**src/rtl/mapache64.sv**
```systemverilog
// Shared mapache64 VRAM bus types and text-table constants used by VRAM initiators.
package mapache64;
  typedef logic [11:0] vram_address_t;
  typedef logic [7:0]  data_t;

  localparam vram_address_t TXBL_BASE = 12'h900;
  localparam int            TXT_COLS  = 32;
  localparam int            TXT_ROWS  = 30;

  localparam data_t CHR_LF = 8'h0A;
  localparam data_t CHR_CR = 8'h0D;
  localparam data_t CHR_BS = 8'h08;
  localparam data_t CHR_FF = 8'h0C;

  typedef enum logic [1:0] {IDLE, WRITE, CLEAR} text_writer_state_t;
endpackage

```
**src/rtl/text_writer_pkg.sv**
```systemverilog
// Text console helpers: cursor operation codes, clear-range limits and TXBL address math.
package text_writer_pkg;
  import mapache64::*;

  typedef enum logic [2:0] {
    CUR_NONE, CUR_ADVANCE, CUR_NEWLINE, CUR_RETURN, CUR_BACKSPACE, CUR_HOME
  } cursor_op_t;

  localparam int         TXBL_ENTRIES = TXT_COLS * TXT_ROWS;
  localparam logic [9:0] CLR_LAST     = 10'(TXBL_ENTRIES - 1);

  // The 10-bit offset is zero-extended so no carry can leave the text table.
  function automatic vram_address_t txbl_addr(input logic [9:0] off);
    return TXBL_BASE + {2'b00, off};
  endfunction

  function automatic logic is_printable(input data_t c);
    return (c >= 8'h20) && (c <= 8'h7E);
  endfunction
endpackage

```
**src/rtl/text_writer_if.sv**
```systemverilog
// Byte-stream handshake plus VRAM write-initiator signals of the text console.
interface text_writer_if;
  logic                     char_valid_i;
  logic                     char_ready_o;
  logic [7:0]               char_i;
  logic                     color_i;
  logic                     gnt_i;
  mapache64::vram_address_t vram_address_o;
  mapache64::data_t         data_o;
  logic                     wen_o;
  logic                     SELECT_txbl_o;

  modport master (
    output char_valid_i, char_i, color_i, gnt_i,
    input  char_ready_o, vram_address_o, data_o, wen_o, SELECT_txbl_o
  );

  modport slave (
    input  char_valid_i, char_i, color_i, gnt_i,
    output char_ready_o, vram_address_o, data_o, wen_o, SELECT_txbl_o
  );
endinterface

```
**src/rtl/text_cursor.sv**
```systemverilog
// Row/column cursor of the text grid; rows wrap to 0 after the last row (no scrolling).
module text_cursor
  import text_writer_pkg::*;
#(
  parameter int COLS = 32,
  parameter int ROWS = 30
) (
  input  logic       cpu_clk,
  input  logic       rst,
  input  cursor_op_t op_i,
  output logic [4:0] row_o,
  output logic [4:0] col_o
);
  localparam logic [4:0] COL_LAST = 5'(COLS - 1);
  localparam logic [4:0] ROW_LAST = 5'(ROWS - 1);

  logic [4:0] row_q, row_d, col_q, col_d, row_inc;

  always_comb row_inc = (row_q == ROW_LAST) ? 5'd0 : row_q + 5'd1;

  always_comb begin
    row_d = row_q;
    col_d = col_q;
    unique case (op_i)
      CUR_ADVANCE: begin
        if (col_q == COL_LAST) begin
          col_d = 5'd0;
          row_d = row_inc;
        end else begin
          col_d = col_q + 5'd1;
        end
      end
      CUR_NEWLINE: begin
        col_d = 5'd0;
        row_d = row_inc;
      end
      CUR_RETURN: col_d = 5'd0;
      CUR_BACKSPACE: begin
        // Backspace at the top-left corner is a no-op rather than a wrap.
        if (col_q != 5'd0) begin
          col_d = col_q - 5'd1;
        end else if (row_q != 5'd0) begin
          col_d = COL_LAST;
          row_d = row_q - 5'd1;
        end
      end
      CUR_HOME: begin
        row_d = 5'd0;
        col_d = 5'd0;
      end
      default: ;
    endcase
  end

  always_ff @(posedge cpu_clk) begin
    if (rst) begin
      row_q <= 5'd0;
      col_q <= 5'd0;
    end else begin
      row_q <= row_d;
      col_q <= col_d;
    end
  end

  assign row_o = row_q;
  assign col_o = col_q;
endmodule

```
**src/rtl/text_writer.sv**
```systemverilog
// Text console VRAM initiator: turns a byte stream into TXBL writes and handles control codes.
module text_writer
  import mapache64::*;
  import text_writer_pkg::*;
#(
  parameter int COLS = TXT_COLS,
  parameter int ROWS = TXT_ROWS
) (
  input  logic                cpu_clk,
  input  logic                rst,
  text_writer_if.slave        bus,
  output logic [4:0]          cursor_row_o,
  output logic [4:0]          cursor_col_o,
  output logic                busy_o
);
  text_writer_state_t state_q, state_d;
  vram_address_t      addr_q, addr_d;
  data_t              data_q, data_d;
  logic [9:0]         clr_q, clr_d;
  cursor_op_t         cur_op;
  logic               ready;
  logic               accept;

  text_cursor #(.COLS(COLS), .ROWS(ROWS)) u_cursor (
    .cpu_clk (cpu_clk),
    .rst     (rst),
    .op_i    (cur_op),
    .row_o   (cursor_row_o),
    .col_o   (cursor_col_o)
  );

  // Ready depends only on state and reset, never on valid or grant.
  assign ready  = (state_q == IDLE) && !rst;
  assign accept = bus.char_valid_i && ready;

  always_ff @(posedge cpu_clk) begin
    if (rst) begin
      state_q <= IDLE;
      clr_q   <= 10'd0;
    end else begin
      state_q <= state_d;
      clr_q   <= clr_d;
    end
  end

  always_ff @(posedge cpu_clk) begin
    addr_q <= addr_d;
    data_q <= data_d;
  end

  always_comb begin
    state_d = state_q;
    addr_d  = addr_q;
    data_d  = data_q;
    clr_d   = clr_q;
    cur_op  = CUR_NONE;
    case (state_q)
      IDLE: begin
        if (accept) begin
          if (is_printable(bus.char_i)) begin
            state_d = WRITE;
            addr_d  = txbl_addr({cursor_row_o, cursor_col_o});
            data_d  = {bus.color_i, bus.char_i[6:0]};
          end else begin
            case (bus.char_i)
              CHR_LF: cur_op = CUR_NEWLINE;
              CHR_CR: cur_op = CUR_RETURN;
              CHR_BS: cur_op = CUR_BACKSPACE;
              CHR_FF: begin
                state_d = CLEAR;
                clr_d   = 10'd0;
              end
              default: ;
            endcase
          end
        end
      end
      WRITE: begin
        if (bus.gnt_i) begin
          state_d = IDLE;
          cur_op  = CUR_ADVANCE;
        end
      end
      CLEAR: begin
        if (bus.gnt_i) begin
          if (clr_q == CLR_LAST) begin
            state_d = IDLE;
            cur_op  = CUR_HOME;
          end else begin
            clr_d = clr_q + 10'd1;
          end
        end
      end
      default: state_d = IDLE;
    endcase
  end

  // Bus outputs decode from state and held registers, so they stay stable across a grant cycle.
  always_comb begin
    bus.wen_o          = 1'b0;
    bus.vram_address_o = '0;
    bus.data_o         = '0;
    busy_o             = 1'b0;
    case (state_q)
      WRITE: begin
        bus.wen_o          = 1'b1;
        bus.vram_address_o = addr_q;
        bus.data_o         = data_q;
        busy_o             = 1'b1;
      end
      CLEAR: begin
        bus.wen_o          = 1'b1;
        bus.vram_address_o = txbl_addr(clr_q);
        bus.data_o         = 8'h00;
        busy_o             = 1'b1;
      end
      default: ;
    endcase
  end

  assign bus.SELECT_txbl_o = bus.wen_o;
  assign bus.char_ready_o  = ready;
endmodule

```
**src/flat_wrapper.sv**
```systemverilog
// flat-port wrapper written by rule: the top's interface ports become plain ports
module text_writer_flat import mapache64::*; import text_writer_pkg::*;
#(
  parameter int COLS = TXT_COLS,
  parameter int ROWS = TXT_ROWS
)
  (cpu_clk, rst, cursor_row_o, cursor_col_o, busy_o, bus_char_valid_i, bus_char_i, bus_color_i, bus_gnt_i, bus_char_ready_o, bus_vram_address_o, bus_data_o, bus_wen_o, bus_SELECT_txbl_o);
  text_writer_if bus_i ();
  input  logic cpu_clk;
  input  logic rst;
  output logic [4:0] cursor_row_o;
  output logic [4:0] cursor_col_o;
  output logic busy_o;
  input wire logic [$bits(bus_i.char_valid_i)-1:0] bus_char_valid_i;
  input wire logic [$bits(bus_i.char_i)-1:0] bus_char_i;
  input wire logic [$bits(bus_i.color_i)-1:0] bus_color_i;
  input wire logic [$bits(bus_i.gnt_i)-1:0] bus_gnt_i;
  output wire logic [$bits(bus_i.char_ready_o)-1:0] bus_char_ready_o;
  output wire logic [$bits(bus_i.vram_address_o)-1:0] bus_vram_address_o;
  output wire logic [$bits(bus_i.data_o)-1:0] bus_data_o;
  output wire logic [$bits(bus_i.wen_o)-1:0] bus_wen_o;
  output wire logic [$bits(bus_i.SELECT_txbl_o)-1:0] bus_SELECT_txbl_o;
  assign bus_i.char_valid_i = bus_char_valid_i;
  assign bus_i.char_i = bus_char_i;
  assign bus_i.color_i = bus_color_i;
  assign bus_i.gnt_i = bus_gnt_i;
  assign bus_char_ready_o = bus_i.char_ready_o;
  assign bus_vram_address_o = bus_i.vram_address_o;
  assign bus_data_o = bus_i.data_o;
  assign bus_wen_o = bus_i.wen_o;
  assign bus_SELECT_txbl_o = bus_i.SELECT_txbl_o;
  text_writer #(.COLS(COLS), .ROWS(ROWS)) u_core (.cpu_clk(cpu_clk), .rst(rst), .bus(bus_i), .cursor_row_o(cursor_row_o), .cursor_col_o(cursor_col_o), .busy_o(busy_o));
endmodule
```
**config.mk**
```make
export PLATFORM = sky130hd
export DESIGN_NAME = text_writer_flat
export DESIGN_NICKNAME = d
export VERILOG_FILES = /design/src/rtl/mapache64.sv /design/src/rtl/text_writer_pkg.sv /design/src/rtl/text_writer_if.sv /design/src/rtl/text_cursor.sv /design/src/rtl/text_writer.sv /design/src/flat_wrapper.sv
export SDC_FILE = /design/constraint.sdc
export NUM_CORES = 1
export LEC_CHECK = 0
export BUFFER_PORTS_ARGS = -buffer_cell sky130_fd_sc_hd__buf_4
export CORE_MARGIN = 5
export CORE_UTILIZATION = 42
export CTS_CLUSTER_SIZE = 8
export DETAILED_ROUTE_END_ITERATION = 10
export SLEW_MARGIN = 10
export SYNTH_ARGS = -nofsm -noshare
export SYNTH_HDL_FRONTEND = slang
export SYNTH_SLANG_ARGS = --single-unit
```
**constraint.sdc**
```tcl
create_clock -name cpu_clk -period 2.74 [get_ports cpu_clk]
set_clock_uncertainty 0.05 [all_clocks]
set_input_delay 0.411 -clock cpu_clk [delete_from_list [all_inputs] [get_ports cpu_clk]]
set_output_delay 0.411 -clock cpu_clk [all_outputs]
set_load 0.02 [all_outputs]
```
### After elaboration in Yosys (flattened, before gate mapping)

Cells that the tools add are included.

| cells by class | value |
|---|---|
| $add $sub $neg | 7 |
| multiply operators | 0 |
| div/mod/pow operators | 0 |
| magnitude comparators | 2 |
| equal/unequal tests | 26 |
| shift operators | 0 |
| multiplexer cells | 32 |
| bitwise logic cells | 0 |
| reductions and logical operators | 17 |

Operator list:

| kind | count |
|---|---|
| 2-to-1 mux 10 bit | 5 |
| 2-to-1 mux 5 bit | 7 |
| == test 8 x 4 -> 1 bit (second input constant) | 4 |
| adder 12 x 10 -> 12 bit (first input constant) | 2 |
| one-hot mux 12 bit (2 select lines) | 1 |
| one-hot mux 10 bit (2 select lines) | 1 |
| one-hot mux 5 bit (4 select lines) | 1 |
| one-hot mux 3 bit (3 select lines) | 2 |
| != test 2 bit (second input constant) | 8 |
| one-hot mux 5 bit (3 select lines) | 1 |
| 2-to-1 mux 2 bit | 6 |
| 2-to-1 mux 3 bit | 4 |
| adder 10 x 1 -> 10 bit (second input constant) | 1 |
| adder 5 x 1 -> 5 bit (second input constant) | 2 |
| == test 10 bit (second input constant) | 1 |
| == test 5 bit (second input constant) | 2 |
| nonzero test 5 bit | 2 |
| subtractor 5 x 1 -> 5 bit (second input constant) | 2 |
| greater-or-equal comparator 8 x 6 -> 1 bit (second input constant) | 1 |
| less-or-equal comparator 8 x 7 -> 1 bit (second input constant) | 1 |
| 2-to-1 mux 8 bit | 1 |
| == test 3 x 2 -> 1 bit (second input constant) | 2 |
| == test 3 bit (second input constant) | 2 |
| != test 3 bit (second input constant) | 2 |
| other kinds (19) | 23 |

| word-level totals | value |
|---|---|
| flip-flop bits (word level) | 42 |
| bits in latches | 0 |
| RAM bits | 0 |
| ROM bits | 0 |
| input port bits | 13 |
| output and inout bits | 34 |
| logic and storage cells | 90 |
| memories kept | 0 |

### Depth between registers and ports, before layout

Gate-level depths: netlist of run 1.

| logic depth | value |
|---|---|
| depth after elaboration | 9 |
| depth in mapped cells | 11 |
| mapped depth without buffers | 9 |

### Cells and area by module

A second synthesis of run 1 with hierarchy kept.

| unflattened totals | value |
|---|---|
| cells, all modules | 291 |
| area, all modules | 2657.5 µm² |

Modules (own cells, without submodules):

| module | instances | cells an instance | area each (µm²) | sequential area each (µm²) |
|---|---|---|---|---|
| text_writer | 1 | 173 | 1720.4 | 810.8 |
| text_cursor | 1 | 118 | 937.1 | 200.2 |

### Worst setup path after synthesis of run 1

Ideal clock, no wire load.

| path | value |
|---|---|
| path kind | reg2reg |
| start | reg u_core.state_q[0] |
| end | reg u_core.u_cursor.col_q[3], in the netlist u_core.u_cursor.col_o[3] |
| library setup time | 0.079 ns |
| data arrival time | 2.549 ns |
| data required time | 2.611 ns |
| setup slack | 0.062 ns |
| stages on the path, launching flop included | 11 |
| buffers on the path | 1 |
| clock period less this slack | 2.678 ns |
| path through | dfxtp_1 inv_1 ha_1 and2b_1 nand2_1 or4_4 or2_4 o41a_1 buf_6 o21a_1 a211oi_2 |

| on the way | value |
|---|---|
| word-level cells in the longest chain between the ends | 9 |
| elaborated cells between the ends (all ways) | 17 |
| those cells by class | eq/ne: 8; mux: 3; reduce/logical: 6 |

Ends and longest elaborated chain:

| what | RTL line | text |
|---|---|---|
| start: declaration | text_writer.sv:16 | `text_writer_state_t state_q, state_d;` |
| start signal: assignment | text_writer.sv:41 | `state_q <= state_d;` |
| logical NOT 2 bit * | text_writer.sv:33 | `assign ready = (state_q == IDLE) && !rst;` |
| logical AND 1 bit * | text_writer.sv:33 |  |
| via bus_char_ready_o | flat_wrapper.sv:18 | `output wire logic [$bits(bus_i.char_ready_o)-1:0] bus_char_ready_o;` |
| logical AND 1 bit * | text_writer.sv:34 | `assign accept = bus.char_valid_i && ready;` |
| 2-to-1 mux 3 bit * | text_writer.sv:59 | `if (accept) begin` |
| one-hot mux 3 bit (3 select lines) * | text_writer.sv:57 | `case (state_q)` |
| == test 3 bit or == test 3 x 2 -> 1 bit (tied branches) | text_cursor.sv:24 | `unique case (op_i)` |
| OR reduction 3 bit (no source line) | -- |  |
| nonzero test 3 bit (no source line) | -- |  |
| AND reduction 2 bit (no source line) | -- |  |
| end signal: assignment | text_cursor.sv:61 | `col_q <= col_d;` |
| end: declaration | text_cursor.sv:17 | `logic [4:0] row_q, row_d, col_q, col_d, row_inc;` |

Mark *: on every way through the listed nets, which the timed path passes. The rest lies on a longest branch.
A chain may end at the register's enable or synchronous reset.

### Worst setup path after layout of run 1

| path | value |
|---|---|
| start | reg u_core.state_q[0] |
| end | reg u_core.u_cursor.col_q[3], in the netlist u_core.u_cursor.col_o[3] |

| on the way | value |
|---|---|
| word-level cells in the longest chain between the ends | 9 |
| elaborated cells between the ends (all ways) | 17 |
| those cells by class | eq/ne: 8; mux: 3; reduce/logical: 6 |

Ends and longest elaborated chain:

| what | RTL line |
|---|---|
| logical NOT 2 bit | text_writer.sv:33, text_writer.sv:57 |
| logical AND 1 bit | text_writer.sv:33 |
| logical AND 1 bit | text_writer.sv:34 |
| 2-to-1 mux 3 bit | text_writer.sv:59 |
| one-hot mux 3 bit (3 select lines) * | text_writer.sv:57 |
| == test 3 bit or == test 3 x 2 -> 1 bit (tied branches) | text_cursor.sv:24 |
| OR reduction 3 bit (no source line) | -- |
| nonzero test 3 bit (no source line) | -- |
| AND reduction 2 bit (no source line) | -- |

Mark *: on every way between the ends. The rest lies on a longest branch, timed or not.

==> impl_metrics.ini, run 1 <==
[yosys]
synth.top_cells.by_area = edfxtp_1, dfxtp_1, ha_1
syn_nets = 304
synth_edf_count = 19
synth_warnings = 0
yosysSeqAreaShare_pct = 39.63
synth_top_flop_cell = dfxtp_1
ys_async_sr_fraction_pct = 0
synth.distinct_cells = 61
yosysTopAreaCell = edfxtp_1
synth_top_area_share_pct = 22.36
synth.cell_area_um2 = 2551
avgSynthCellArea_um2 = 9.177
ys_ff_latch = 41
syn_inst = 278

[routing]
totalWireLength_mm = 6.270
dr.pass1.iters = 4
post-route-drc-count = 0
routed-via-count = 2280
wl_per_cell_um = 15.26
ant_nets = 0
via_per_inst = 5.547
first_iter_violations = 97

[flow_run]
drv_cap = 0

[setup_path]
worstSetupStartpointType = register
r2r-start = u_core.state_q[0]$_SDFFE_PP0P_
worstPathMaxFanout = 8
crit_buf_inv = 1
cp_slowest_stage_delay_ps = 550
critPathCaptureType = register
critical-path-top-delay-family = simple AND/OR/NAND/NOR gates
cp_cell_sequence = inv_2 > ha_4 > and2b_2 > nand2_1 > or4_4 > or2_4 > o41a_1 > o21a_1 > a211oi_2
arrival_ps = 2790
slowest_stage = or4_4
crit_type = reg -> reg
crit_start = u_core.state_q[0]$_SDFFE_PP0P_
required_ps = 2920

[hold_path]
hold_path.startpoint = bus_color_i
min-delay-path-class = in -> reg

[floorplan]
coreArea_um2 = 5921
die_x_um = 87.94
start_util_pct = 43.09
io_pins = 47
fp.dieH_um = 87.94
dieArea_um2 = 7733
rows = 28

[clocking]
cts.sinks = 41
cts_buffer_depth = 2
clockRootBuffer = clkbuf_8
h-tree-depth = 2
cts_resized = 0
post_cts_buffers = 0
tritoncts = done
cts_hold_buf = 0
clock_latency_ps = 290
cts_buffers = 5
clk_pin_slew_ps = 90

[final_layout]
post_route_cells_drive_above_1_share_pct = 25.89
final_area_um2 = 3212
nNetsFinal = 361
num_antenna_cells = 0
fin_util_pct = 54.25
area_delta_synth_final_pct = 25.90

[timing]
worst_slew_pin_slew_ps = 554.0
min_period_ps = 2610
fmaxAchievable_mhz = 383.1
finalCritPeriodShare_pct = 95.26
setup_viol = 0
drv_slew = 0
holdWs_ps = 239.7
slew_headroom_pct = 62.90
finalHoldViolations = 0

[power_and_ir_drop]
p_sw_share_pct = 22.93
power_switching_w = 0.0003226
leakage_nw = 1.274
seq_power_share_pct = 47.0
p_int_w = 0.001084
power_per_cell_area_nw_per_um2 = 437.9
p_comb_share_pct = 10.7
p_clk_share_pct = 42.3
ir_drop_v = 0.0002486

[global_routing]
grt_overflow = 0
antenna_found_initial = 0
grt_pass1_vias = 2170
globalRouteTotalUtil_pct = 17.38
grt_pass1_wl_mm = 10.46
grtUsageMet3_pct = 3.481
met2_usage_pct = 27.60
grt_max_degree = 21
global_route.usage.met1_pct = 23.80
grt_busiest_layer = met2

[outcome]
outcome = finished, final reports clean

[place]
place_area_um2 = 3050
place_congestion = 0.8268
hpwlAfterDp_mm = 4.721
port_buffers = 46
==> state kept, by name, summed over array words and instances, names as in the netlist <==
signal	cells
u_core.data_q	8
u_core.u_cursor.col_o	5
u_core.clr_q	10
u_core.u_cursor.row_o	5
u_core.state_q	2
u_core.addr_q	11
==> path summary, 6_finish.rpt <==
| check | to | slack (ps) | cells after the start |
|---|---|---|---|
| worst max register to register | u_core.u_cursor.col_o[3]$_SDFFE_PP0P_ | 130 | 9 |
| worst min register to register | u_core.clr_q[9]$_SDFFE_PP0P_ | 480 | 2 |
| worst max-delay path | u_core.u_cursor.col_o[3]$_SDFFE_PP0P_ | 130 | 9 |
| worst min-delay path | u_core.data_q[7]$_DFFE_PP_ | 240 | 1 |
==> per-stage QoR <==
step	TNS (ps)	total power [W]	cells	worst slack [ps]
finish	0	0.001406	411	129.8
global route	-11.30	0.001468	411	-11.30
CTS	0	0.001420	411	93.29
detailed placement	0	0.0008222	403	37.67
global placement	0	0.0008215	403	106.2
floorplan	0	0.0007568	278	61.64
==> cells in the final DEF, fill, tap and decap left out, types with 2 or more instances in the layout <==
cell,count
a211o_1,2
buf_4,63
inv_1,12
nor3b_1,3
xnor2_1,4
nor3_1,5
o21ai_0,12
nand4_1,5
xor2_1,6
a21o_1,2
nor2b_1,11
o211ai_1,4
nor2_1,27
and3_1,4
and2_1,11
a21oi_1,14
ha_1,12
or3_1,2
clkbuf_8,5
mux2i_1,3
nand3_1,10
and3b_1,2
nand2_1,17
inv_2,2
a41oi_1,2
nand3b_1,2
a211oi_1,5
or2_2,2
dfxtp_1,21
nand2b_1,3
a22oi_1,10
edfxtp_1,19
bufinv_16,2
==> synthesized netlist by cell type (2+ instances only) <==
library cell,number
nor2_1,27
dfxtp_1,22
edfxtp_1,19
nand2_1,17
a21oi_1,14
inv_1,14
ha_1,13
o21ai_0,12
and2_1,11
nor2b_1,11
a22oi_1,10
nand3_1,10
clkbuf_1,9
xor2_1,6
a211oi_1,5
nand4_1,5
nor3_1,5
and3_1,4
o211ai_1,4
xnor2_1,4
buf_4,3
mux2i_1,3
nand2b_1,3
nor3b_1,3
a211o_1,2
a21o_1,2
a41oi_1,2
and3b_1,2
nand3b_1,2
or2_2,2
or3_1,2
==> metal layers <==
metal	up-vias	wire length, um
li1	1135	-
met1	1080	2898
met2	61	2982
met3	4	346
met4	0	44
met5	-	0
==> power groups by stage <==
stage / logic (W) / registers [W] / clock network, W
detailed placement: 0.000148 / 0.000675 / 0
global placement: 0.000147 / 0.000674 / 0
CTS: 0.000149 / 0.000660 / 0.000611
finish: 0.000151 / 0.000660 / 0.000596
floorplan: 0.0000821 / 0.000675 / 0
global route: 0.000165 / 0.000663 / 0.000640
==> worst register-to-register path, stage by stage, from the launching register on <==
cell and delay (ps):
dfxtp_2 350, inv_2 90, ha_4 160, and2b_2 170, nand2_1 70, or4_4 550
or2_4 260, o41a_1 490, o21a_1 160, a211oi_2 190
==> final cells by class <==
class	instances	area, um^2
clock buffers	5	68.82
clock inverters	3	68.82
flip-flops and latches	41	1012
repair buffers	63	473.0
inverters	14	52.55
multi-input cells	210	1443
well taps	75	93.84
fillers	549	2709
==> kinds of logic (layout without fill, tap and decap cells) <==
group           Yosys count  in the layout  share of synthesized area, %
xor+xnor                 10             10                         3.433
flops                    41             41                         39.63
mux                       3              3                         1.177
compound gates           69             69                         19.18
fa+ha+maj                13             13                         6.376
simple gates            115            115                         25.50
buf+inv                  27             85                         4.708
No activity file was read; power rests on OpenSTA's default activity.
==> run 2: changes to the inputs <==
--- a/config.mk
+++ b/config.mk
@@ -8,8 +8,10 @@
 export BUFFER_PORTS_ARGS = -buffer_cell sky130_fd_sc_hd__buf_4
 export CORE_MARGIN = 5
 export CORE_UTILIZATION = 42
+export CTS_BUF_LIST = sky130_fd_sc_hd__clkbuf_8
 export CTS_CLUSTER_SIZE = 8
 export DETAILED_ROUTE_END_ITERATION = 10
+export GPL_TIMING_DRIVEN = 0
 export SLEW_MARGIN = 10
 export SYNTH_ARGS = -nofsm -noshare
 export SYNTH_HDL_FRONTEND = slang
==> impl_metrics.ini, run 2 (synthesis results as in run 1) <==
[outcome]
outcome = finished, final reports clean

[clocking]
cts_hold_buf = 0
h-tree-depth = 2
cts_buffer_depth = 2
clockRootBuffer = clkbuf_8
cts.sinks = 41
cts_buffers = 5
clock_latency_ps = 290
clk_pin_slew_ps = 90
tritoncts = done

[place]
hpwlAfterDp_mm = 4.624
place_area_um2 = 3004
place_ws_ps = -78.94
port_buffers = 46
place_congestion = 0.8069

[floorplan]
dieArea_um2 = 7733
fp.dieH_um = 87.94
rows = 28
die_x_um = 87.94
coreArea_um2 = 5921
start_util_pct = 43.09
io_pins = 47

[setup_path]
worstPathMaxFanout = 8
crit_type = reg -> reg
required_ps = 2910
arrival_ps = 2780
critPathCaptureType = register
rrSetupSlack_ps = 130
worstSetupStartpointType = register

[global_routing]
globalRouteTotalUtil_pct = 17.02
antenna_found_initial = 0
grt_overflow = 0
grt_max_degree = 15
grt_pass1_vias = 2129
grt_pass1_wl_mm = 10.32

[final_layout]
area_delta_synth_final_pct = 24.18
nNetsFinal = 359
fin_util_pct = 53.51
num_antenna_cells = 0
post_route_cells_drive_above_1_share_pct = 24.55
largest_reg_flops = 11
layout_common_cells = buf_4, nor2_1, dfxtp_1, edfxtp_1, nand2_1
layout_commonest_cell = buf_4
final_area_um2 = 3168
n_fill_cell = 541
regMostFlops = u_core.addr_q
largestRegisters = u_core.addr_q x11, u_core.clr_q x10, u_core.data_q x8

[flow_run]
drv_cap = 0

[power_and_ir_drop]
ir_drop_v = 0.0002134
p_clk_share_pct = 38.1
p_int_w = 0.0009878
leakage_nw = 1.221
power_switching_w = 0.0003218
seq_power_share_pct = 50.4
p_sw_share_pct = 24.57
finalPower_w = 0.001310
p_comb_share_pct = 11.4
power_per_cell_area_nw_per_um2 = 413.4

[routing]
via_per_inst = 5.438
wl_per_cell_um = 15.07
routed-via-count = 2224
post-route-drc-count = 0
totalWireLength_mm = 6.165
first_iter_violations = 154
dr.pass1.iters = 4
ant_nets = 0

[timing]
worst_slew_pin_slew_ps = 728.8
finalCritPeriodShare_pct = 95.25
setup_tns_ps = 0
min_period_ps = 2610
slew_headroom_pct = 51.32
finalHoldViolations = 0
fmaxAchievable_mhz = 383.2
fin_ws_ps = 130.2
setup_viol = 0
drv_slew = 0

[hold_path]
min-delay-path-class = in -> reg
-- run 2: worst max-delay path, cell delays in order (launching register included) --
cell      delay, ps
dfxtp_2         340
inv_2            90
ha_4            170
and2b_2         180
nand2_2          90
or4_4           570
or2_4           270
o41a_1          320
buf_6           140
o21a_1          110
a211oi_2        200
-- run 2: layout make-up --
cell class	instances	area, um^2	area share, %
multi-input combinational	210	1458	46.01
sequential	41	1013	31.99
timing repair buffer	49	371.6	11.73
tap	75	93.84	2.962
clock buffer	5	68.82	2.172
buffer	12	63.81	2.014
inverter	14	52.55	1.659
clock inverter	3	46.29	1.461
-- run 2: repair_timing --
| item | 4_1_cts | 5_1_grt |
|---|---|---|
| pin swaps | 0 | 1 |
| buffers inserted | 0 | 2 |
| gates resized for setup | 3 | 8 |
| endpoints found under the setup margin | 4 | 12 |
-- run 2: final timing paths --
| path | startpoint | to | cells after the start |
|---|---|---|---|
| worst max-delay path | u_core.state_q[1]$_SDFFE_PP0P_ | u_core.u_cursor.col_o[3]$_SDFFE_PP0P_ | 10 |
| worst min-delay path | bus_color_i | u_core.data_q[7]$_DFFE_PP_ | 1 |
| worst max register to register | u_core.state_q[1]$_SDFFE_PP0P_ | u_core.u_cursor.col_o[3]$_SDFFE_PP0P_ | 10 |
| worst min register to register | u_core.u_cursor.row_o[2]$_SDFFE_PP0P_ | u_core.addr_q[7]$_DFFE_PP_ | 0 |
-- run 2: per-layer routing --
layer | GRT usage (%) | vias to the layer above | routed length, um | share of wire [%]
met5 | 0 | - | 0 | 0
met4 | 5.439 | 0 | 87 | 1.4
met3 | 3.104 | 8 | 263 | 4.3
met2 | 26.16 | 45 | 2839 | 46
met1 | 24.19 | 1043 | 2974 | 48
li1 | - | 1128 | - | -
-- run 2: power by group through the flow --
stage | combinational (W) | sequential, W | clock [W]
global placement | 0.000141 | 0.000675 | 0
finish | 0.000150 | 0.000660 | 0.000499
CTS | 0.000146 | 0.000660 | 0.000508
global route | 0.000165 | 0.000662 | 0.000534
floorplan | 0.0000821 | 0.000675 | 0
detailed placement | 0.000144 | 0.000674 | 0
-- run 2: through the flow --
step / instances / hold WS (ps)
finish: 409 / 242.3
global route: 409 / 232.4
CTS: 408 / 232.9
detailed placement: 400 / 444.5
global placement: 399 / 444.5
floorplan: 278 / 433.0
==> run 3: changes to the inputs <==
--- a/config.mk
+++ b/config.mk
@@ -6,12 +6,15 @@
 export NUM_CORES = 1
 export LEC_CHECK = 0
 export BUFFER_PORTS_ARGS = -buffer_cell sky130_fd_sc_hd__buf_4
+export CELL_PAD_IN_SITES_DETAIL_PLACEMENT = 1
+export CELL_PAD_IN_SITES_GLOBAL_PLACEMENT = 1
 export CORE_MARGIN = 5
 export CORE_UTILIZATION = 42
-export CTS_BUF_LIST = sky130_fd_sc_hd__clkbuf_8
+export CTS_BUF_LIST = sky130_fd_sc_hd__clkbuf_16
 export CTS_CLUSTER_SIZE = 8
 export DETAILED_ROUTE_END_ITERATION = 10
 export GPL_TIMING_DRIVEN = 0
+export PLACE_DENSITY_LB_ADDON = 0.1
 export SLEW_MARGIN = 10
 export SYNTH_ARGS = -nofsm -noshare
 export SYNTH_HDL_FRONTEND = slang
==> impl_metrics.ini, run 3 (synthesis results as in run 1) <==
[routing]
totalWireLength_mm = 7.181
post-route-drc-count = 0
via_per_inst = 5.707
first_iter_violations = 76
routed-via-count = 2340
dr.pass1.iters = 4
wl_per_cell_um = 17.51
ant_nets = 0

[timing]
finalCritPeriodShare_pct = 96.24
worst_slew_pin_slew_ps = 811.2
rsz0062_at_grt = no
min_period_ps = 2637
drv_slew = 0
fmaxAchievable_mhz = 379.2
setup_viol = 0
slew_headroom_pct = 45.81
finalHoldViolations = 0

[clocking]
clockRootBuffer = clkbuf_16
cts_buffers = 5
clock_latency_ps = 280
cts.sinks = 41
tritoncts = done
cts_buffer_depth = 2
clk_pin_slew_ps = 60
cts_hold_buf = 0
h-tree-depth = 2

[hold_path]
min-delay-path-class = in -> reg

[global_routing]
antenna_found_initial = 0
grt_pass1_wl_mm = 11.65
grt_max_degree = 14
globalRouteTotalUtil_pct = 19.04
grt_pass1_vias = 2370
grt_overflow = 0

[setup_path]
crit_type = reg -> reg
arrival_ps = 2790
worstSetupStartpointType = register
critPathCaptureType = register
required_ps = 2890
worstPathMaxFanout = 8

[final_layout]
final_area_um2 = 3206
layout_commonest_cell = buf_4
layout_common_cells = buf_4, nor2_1, dfxtp_1, edfxtp_1, nand2_1
seqCellArea_um2 = 1012
largestRegisters = u_core.addr_q x11, u_core.clr_q x10, u_core.data_q x8
nNetsFinal = 360
num_antenna_cells = 0
largest_reg_flops = 11
post_route_cells_drive_above_1_share_pct = 25.07
area_delta_synth_final_pct = 25.65
multi_input_area_um2 = 1460
regMostFlops = u_core.addr_q
n_fill_cell = 704

[power_and_ir_drop]
seq_power_share_pct = 47.8
finalPower_w = 0.001385
p_comb_share_pct = 11.2
p_sw_share_pct = 24.11
power_switching_w = 0.0003339
p_int_w = 0.001051
p_clk_share_pct = 41.0
power_per_cell_area_nw_per_um2 = 432.0
ir_drop_v = 0.0002950
leakage_nw = 1.242

[floorplan]
fp.dieH_um = 87.94
start_util_pct = 43.09
io_pins = 47
coreArea_um2 = 5921
rows = 28
die_x_um = 87.94
dieArea_um2 = 7733

[outcome]
outcome = finished, final reports clean

[flow_run]
drv_cap = 0

[place]
hpwlAfterDp_mm = 5.297
place_area_um2 = 3004
place_congestion = 0.7960
port_buffers = 46
==> run 3: worst paths after layout <==
kind,start,endpoint,slack [ps],cells after the start
max,u_core.state_q[0]$_SDFFE_PP0P_,u_core.u_cursor.col_o[3]$_SDFFE_PP0P_,100,10
min,bus_color_i,u_core.data_q[7]$_DFFE_PP_,260,1
max reg2reg,u_core.state_q[0]$_SDFFE_PP0P_,u_core.u_cursor.col_o[3]$_SDFFE_PP0P_,100,10
min reg2reg,u_core.u_cursor.row_o[2]$_SDFFE_PP0P_,u_core.addr_q[7]$_DFFE_PP_,470,0
==> run 3: final cells by class <==
cell class,count,share of cell area [%]
Sequential cell,41,31.58
Multi-Input combinational cell,210,45.55
Timing Repair Buffer,50,11.83
Buffer,12,2.030
Clock inverter,3,0.5464
Clock buffer,5,3.903
Tap cell,75,2.927
Inverter,14,1.639
==> run 3: critical path, cell delays in order (launching register included) <==
cell,delay [ps]
dfxtp_2,370
inv_2,70
ha_1,310
nand2_2,130
nor4_4,60
or4_4,530
or2_4,270
o41a_1,330
buf_6,150
o21a_1,100
a211oi_2,190
==> run 3: repair_timing <==
item                       CTS  global route
buffers inserted             0             3
pin swaps                    0             2
resized for setup            5            10
setup endpoints to repair    6            19
==> run 3: power by group through the flow <==
stage / sequential, W / clock, W / combinational, W
after floorplan: 0.000675 / 0 / 0.0000821
after global placement: 0.000675 / 0 / 0.000142
after detailed placement: 0.000675 / 0 / 0.000148
after CTS: 0.000661 / 0.000581 / 0.000151
after global routing: 0.000663 / 0.000607 / 0.000170
final: 0.000662 / 0.000568 / 0.000155
==> run 3: routing by layer <==
| metal | GRT usage, % | up-vias | part of all wire (%) |
|---|---|---|---|
| met4 | 3.766 | 0 | 0.53 |
| met5 | 0 | - | 0 |
| li1 | - | 1134 | - |
| met3 | 3.010 | 4 | 2.3 |
| met1 | 25.17 | 1171 | 46 |
| met2 | 32.95 | 31 | 51 |
==> run 3: metrics by stage <==
step / utilization [%] / cells / TNS, ps / hold slack, ps / setup WS [ps]
3_5_place_dp: 50.74 / 400 / -264.5 / 462.7 / -113.1
4_1_cts: 53.42 / 408 / 0 / 251.7 / 2.741
2_1_floorplan: - / 278 / 0 / 433.0 / 61.64
5_1_grt: 54.14 / 410 / 0 / 250.6 / 5.880
3_3_place_gp: 50.51 / 399 / -37.14 / 454.2 / -37.14
6_report: 54.14 / 410 / 0 / 256.3 / 103.1
